## src/rtl/seg7_pkg.sv

```systemverilog
// Shared constants for the seven-segment display block: digit count, active-low
// segment patterns (bit order g,f,e,d,c,b,a) and the per-digit dwell computation.
package seg7_pkg;

  localparam int unsigned NUM_DIGITS = 4;

  localparam logic [6:0] SEG_BLANK = 7'b1111111;

  localparam logic [6:0] SEG_0 = 7'b1000000;
  localparam logic [6:0] SEG_1 = 7'b1111001;
  localparam logic [6:0] SEG_2 = 7'b0100100;
  localparam logic [6:0] SEG_3 = 7'b0110000;
  localparam logic [6:0] SEG_4 = 7'b0011001;
  localparam logic [6:0] SEG_5 = 7'b0010010;
  localparam logic [6:0] SEG_6 = 7'b0000010;
  localparam logic [6:0] SEG_7 = 7'b1111000;
  localparam logic [6:0] SEG_8 = 7'b0000000;
  localparam logic [6:0] SEG_9 = 7'b0010000;
  localparam logic [6:0] SEG_A = 7'b0001000;
  localparam logic [6:0] SEG_B = 7'b0000011;
  localparam logic [6:0] SEG_C = 7'b1000110;
  localparam logic [6:0] SEG_D = 7'b0100001;
  localparam logic [6:0] SEG_E = 7'b0000110;
  localparam logic [6:0] SEG_F = 7'b0001110;

  // Cycles each digit stays lit so that all digits refresh at frame_hz.
  function automatic int unsigned digit_ticks(input int unsigned clk_hz,
                                              input int unsigned frame_hz);
    return clk_hz / (NUM_DIGITS * frame_hz);
  endfunction

endpackage

```

## src/rtl/hex_to_seg7.sv

```systemverilog
// Combinational 4-bit hex to active-low seven-segment (g,f,e,d,c,b,a) decoder.
module hex_to_seg7
  import seg7_pkg::*;
(
  input  logic [3:0] i_nibble,
  output logic [6:0] o_seg
);

  // Full 16-entry lookup; every nibble value has a glyph.
  always_comb begin
    o_seg = SEG_BLANK;
    unique case (i_nibble)
      4'h0: o_seg = SEG_0;
      4'h1: o_seg = SEG_1;
      4'h2: o_seg = SEG_2;
      4'h3: o_seg = SEG_3;
      4'h4: o_seg = SEG_4;
      4'h5: o_seg = SEG_5;
      4'h6: o_seg = SEG_6;
      4'h7: o_seg = SEG_7;
      4'h8: o_seg = SEG_8;
      4'h9: o_seg = SEG_9;
      4'hA: o_seg = SEG_A;
      4'hB: o_seg = SEG_B;
      4'hC: o_seg = SEG_C;
      4'hD: o_seg = SEG_D;
      4'hE: o_seg = SEG_E;
      4'hF: o_seg = SEG_F;
    endcase
  end

endmodule

```

## src/rtl/seg7_display.sv

```systemverilog
// Captures the Hack memory-write word and scans it as four hex digits on the
// multiplexed seven-segment display. The digit-0 decimal point flags write activity
// within the current frame. Define SEG7_BLANK_EN to blank leading-zero digits.
module seg7_display
  import seg7_pkg::*;
#(
  parameter int unsigned CLK_HZ   = 100000000,
  parameter int unsigned FRAME_HZ = 1000
) (
  input  logic        clk,
  input  logic        reset,
  input  logic [15:0] outM,
  input  logic        writeM,
  output logic [6:0]  seg,
  output logic        dp,
  output logic [3:0]  an
);

  localparam int unsigned DIGIT_TICKS = digit_ticks(CLK_HZ, FRAME_HZ);
  // Keep the counter at least one bit wide so DIGIT_TICKS == 1 still elaborates.
  localparam int unsigned CNT_W = (DIGIT_TICKS > 1) ? $clog2(DIGIT_TICKS) : 1;
  localparam logic [CNT_W-1:0] CNT_MAX = CNT_W'(DIGIT_TICKS - 1);

  logic [15:0]      r_shown;
  logic [CNT_W-1:0] r_cnt;
  logic [1:0]       r_idx;
  logic             r_act;
  logic [6:0]       r_seg;
  logic             r_dp;
  logic [3:0]       r_an;

  logic             w_tick_wrap;
  logic             w_frame_end;
  logic [3:0]       w_nibble;
  logic [6:0]       w_hex_seg;
  logic [6:0]       w_seg;
  logic             w_dp;
  logic [3:0]       w_an;

  assign w_tick_wrap = (r_cnt == CNT_MAX);
  assign w_frame_end = w_tick_wrap && (r_idx == 2'd3);
  assign w_nibble    = r_shown[{r_idx, 2'b00} +: 4];

  hex_to_seg7 u_hex_to_seg7 (
    .i_nibble (w_nibble),
    .o_seg    (w_hex_seg)
  );

  // Capture register: last write wins, otherwise hold.
  always_ff @(posedge clk or posedge reset) begin
    if (reset) begin
      r_shown <= 16'h0000;
    end else if (writeM) begin
      r_shown <= outM;
    end
  end

  // Dwell counter and digit index; index advances when the counter wraps.
  always_ff @(posedge clk or posedge reset) begin
    if (reset) begin
      r_cnt <= '0;
      r_idx <= 2'd0;
    end else begin
      r_cnt <= w_tick_wrap ? '0 : r_cnt + 1'b1;
      if (w_tick_wrap) begin
        r_idx <= r_idx + 2'd1;
      end
    end
  end

  // Activity flag: a write takes priority over the frame-boundary clear.
  always_ff @(posedge clk or posedge reset) begin
    if (reset) begin
      r_act <= 1'b0;
    end else if (writeM) begin
      r_act <= 1'b1;
    end else if (w_frame_end) begin
      r_act <= 1'b0;
    end
  end

`ifdef SEG7_BLANK_EN
  logic w_blank;
  // Digit k>0 is a leading zero when every nibble from k upward is zero.
  assign w_blank = (r_idx != 2'd0) && ((r_shown >> {r_idx, 2'b00}) == 16'h0000);
`endif

  // Next display drive derived from the current index, captured word and activity.
  always_comb begin
    w_an  = ~(4'b0001 << r_idx);
    w_seg = w_hex_seg;
    w_dp  = ~((r_idx == 2'd0) && r_act);
`ifdef SEG7_BLANK_EN
    if (w_blank) begin
      w_an  = 4'b1111;
      w_seg = SEG_BLANK;
    end
`endif
  end

  // Registered outputs so the pins change cleanly one edge after the index.
  always_ff @(posedge clk or posedge reset) begin
    if (reset) begin
      r_an  <= 4'b1110;
      r_seg <= SEG_0;
      r_dp  <= 1'b1;
    end else begin
      r_an  <= w_an;
      r_seg <= w_seg;
      r_dp  <= w_dp;
    end
  end

  assign seg = r_seg;
  assign dp  = r_dp;
  assign an  = r_an;

endmodule

```

## config.mk

```make
export PLATFORM = sky130hd
export DESIGN_NAME = seg7_display
export DESIGN_NICKNAME = d
export VERILOG_FILES = /design/src/rtl/seg7_pkg.sv /design/src/rtl/hex_to_seg7.sv /design/src/rtl/seg7_display.sv
export SDC_FILE = /design/constraint.sdc
export NUM_CORES = 1
export LEC_CHECK = 0
export BUFFER_PORTS_ARGS = -buffer_cell sky130_fd_sc_hd__buf_2
export CAP_MARGIN = 20
export CORE_AREA = 8 8 82 84
export DETAILED_ROUTE_END_ITERATION = 12
export DIE_AREA = 0 0 90 92
export SYNTH_ARGS = -nofsm -noshare
export SYNTH_HDL_FRONTEND = slang
export SYNTH_SLANG_ARGS = --single-unit
```

## constraint.sdc

```tcl
create_clock -name clk -period 3.92 [get_ports clk]
set_input_delay 0.784 -clock clk [delete_from_list [all_inputs] [get_ports clk]]
set_output_delay 0.784 -clock clk [all_outputs]
set_load 0.005 [all_outputs]
```

==> summary.txt <==
Core area = 5410 µm²
Async SR Flop Fraction = 100%
Flop pwr share = 56.6%
Fillcell total = 517
Initial Util = 39.4%
R2R Path Start = r_idx[0]$_DFFE_PP0N_
EDFF count, synth = 0
Critical Path Source Type = register
GPL Wtd Cong = 0.773
Hold_sp = r_act$_DFFE_PP0P_
Critical path class = reg2reg
Crit path arrival time = 2160 ps
Synth warn = 0
Maximum vdd ir drop = 215 µV
Post-CTS Setup Bufs = 0
Routed Antenna Nets = 0
Hold slack final = 408 ps
Achievable frequency = 0.508 GHz
Nets = 234
I/O pin total = 31
FP Rows = 27
Layout cells sized above 1 = 33.7%
Area Overhead vs Synth = 14.9%
H-tree levels = 2
Setup Skew = 5.34 ps
Slew @ Worst Pin = 580 ps
Post-layout util = 45.2%
Final Hold Fails = 0
Initial DRC count = 33
Switching share of power = 23.3%
Combinational power share = 11.1%
Post-layout min period = 1970 ps
Final setup viols = 0
Ant diodes = 0
Number of remaining DRC errors = 0
TritonRoute pass-1 iters = 6
Worst hold path type = reg2reg
Vias in the first global route = 1416
Worst endpoint required time = 4120 ps
Slew headroom = 61.3%
Syn Area/Cell = 12.4 µm²
Yosys reg bits = 46
Post-cts hold buffer count = 0
Mapped Nets = 201
Root Driver = clkbuf_8
Hold path depth = 1
R2R depth = 5
Status = complete, no violations
# port buffers = 30
LEAKAGE = 1.11 nW
Clk pin slew, worst setup/hold paths = 80 ps
Routed WL = 3740 µm
Die height = 92 µm
Largest net degree at the start of global routing = 47
Endpoint of the worst hold path = dp$_DFF_PP1_
Via/cell ratio = 4.71
Syn Inst Count = 171
Setup crit end kind = register
RSZ-0062 raised after global routing = false
Cts bufs inserted = 5
GRT overflow = 0
R2r setup slk = 1950 ps
Max FO, Critical Path = 7
Hpwl dp = 2680 µm
Max-Cap Viols = 0
DR WL/cell = 13.5 µm
Max Slew Vio Count = 0
CTS tree = built
Psw = 0.212 mW
Worst r2r dst = seg[0]$_DFF_PP0_
Setup tns final = 0 ps
Power Density = 372 nW/µm²
Vias = 1305
First-pass GRT wire length = 6640 µm
Internal = 0.698 mW
Distinct cells, synth = 38
Top_reg_cell synth = dfrtp_1
Synth Cell Area = 2130 µm²
Clock share of power = 32.2%
Total track usage = 9.67%
Tcrit/Tclk final = 50.2%
Die Span X = 90 µm
Initial antenna violation count = 0
Clock Sinks = 46
Die Footprint = 8280 µm²
Worst-case clock buffer depth = 2
Resized cells post-CTS = 0
Seq/Total Area, Yosys = 54.4%
Clk Latency, worst-skew pair = 290 ps
-- cells by family after synthesis --
| logic type | Yosys count | share of synthesized area [%] |
|---|---|---|
| AOI/OAI and AO/OA | 17 | 5.24 |
| xor gates and xnor gates | 12 | 4.94 |
| adders and majority gates | 11 | 6.47 |
| buffers and inverters | 18 | 3.53 |
| DFF | 46 | 54.4 |
| muxes | 22 | 13.8 |
| and+or+nand+nor | 45 | 11.6 |
-- how the worst max path moves through the flow --
stage	start	end	slack, ps	cells after the start
final	r_idx[0]$_DFFE_PP0N_	seg[0]$_DFF_PP0_	1950	5
after global routing	r_idx[0]$_DFFE_PP0N_	seg[0]$_DFF_PP0_	1760	5
after CTS	r_idx[0]$_DFFE_PP0N_	seg[0]$_DFF_PP0_	1950	5
after detailed placement	r_idx[0]$_DFFE_PP0N_	seg[0]$_DFF_PP0_	1970	5
after global placement	r_idx[0]$_DFFE_PP0N_	seg[1]$_DFF_PP0_	2070	4
after floorplan	writeM	r_shown[0]$_DFFE_PP0P_	2030	3
-- per-stage QoR --
step	std cells	instance area (µm²)	total power [mW]	worst slack, ps
2_1_floorplan	171	2130	0.590	2030
3_3_place_gp	269	2350	0.628	2070
3_5_place_dp	269	2350	0.627	1970
4_1_cts	277	2440	0.928	1950
5_1_grt	277	2440	0.962	1760
6_report	277	2440	0.910	1950
-- routing by layer --
layer / vias to the layer above / share of wire [%] / GRT usage [%]
met5: - / 0 / 0
met1: 623 / 51 / 12.3
met3: 2 / 5.4 / 3.42
met4: 0 / 1.5 / 4.30
li1: 655 / - / -
met2: 25 / 42 / 14.5
-- cells in the final DEF, fill, tap and decap left out, drive strengths merged, types with 2 or more instances in the layout --
master   n
inv     11
nand3    7
and4     2
clkbuf   7
o21a     3
a21oi    3
nand4    2
nor2b    3
clkinv   2
dfstp    5
xor2     6
nand2   10
ha      11
nor4     2
nor2    10
o21ai    6
buf     32
dfrtp   41
mux2    18
or3      3
mux4     4
xnor2    6
-- cell usage after synthesis (2+ instances only) --
library cell,n,area share (%)
ha_1,11,6.5
inv_1,12,2.1
nand3_1,7,1.6
mux2_2,18,9.5
o21a_1,3,1.1
nor2b_1,3,0.88
a21oi_1,2,0.47
clkbuf_1,2,0.35
nand2_1,10,1.8
dfstp_2,5,6.2
buf_2,2,0.47
xor2_1,6,2.5
dfrtp_1,41,48
nor2_1,10,1.8
or3_1,3,0.88
xnor2_1,6,2.5
o21ai_0,4,0.94
mux4_2,4,4.2
o21ai_1,2,0.47
and4_1,2,0.82
-- sequential cells by signal (all words and copies together) (netlist names) --
| register | cells |
|---|---|
| r_shown | 16 |
| r_cnt | 15 |
| seg | 7 |
| an | 4 |
| r_idx | 2 |
| dp | 1 |
| r_act | 1 |
-- power by group through the flow --
stage	registers, mW	logic (mW)	clock network, mW
floorplan	0.522	0.0680	0
finish	0.515	0.101	0.293
detailed placement	0.524	0.103	0
CTS	0.515	0.104	0.309
global placement	0.525	0.102	0
global route	0.519	0.115	0.329
-- final cells by class --
type | instances | area (µm²) | area share, %
well taps | 72 | 90.1 | 3.69
clock buffers | 7 | 86.3 | 3.53
repair buffers | 32 | 165 | 6.76
inverters | 12 | 45.0 | 1.84
flip-flops and latches | 46 | 1160 | 47.4
clock inverters | 1 | 5.00 | 0.205
multi-input cells | 107 | 895 | 36.6
-- worst max-delay path, cell delays in order (launching register included) --
cell	delay (ps)
dfrtp_1	560
mux4_2	630
inv_1	140
ha_1	230
inv_1	70
o31ai_1	230
No activity file was read; power rests on OpenSTA's default activity.
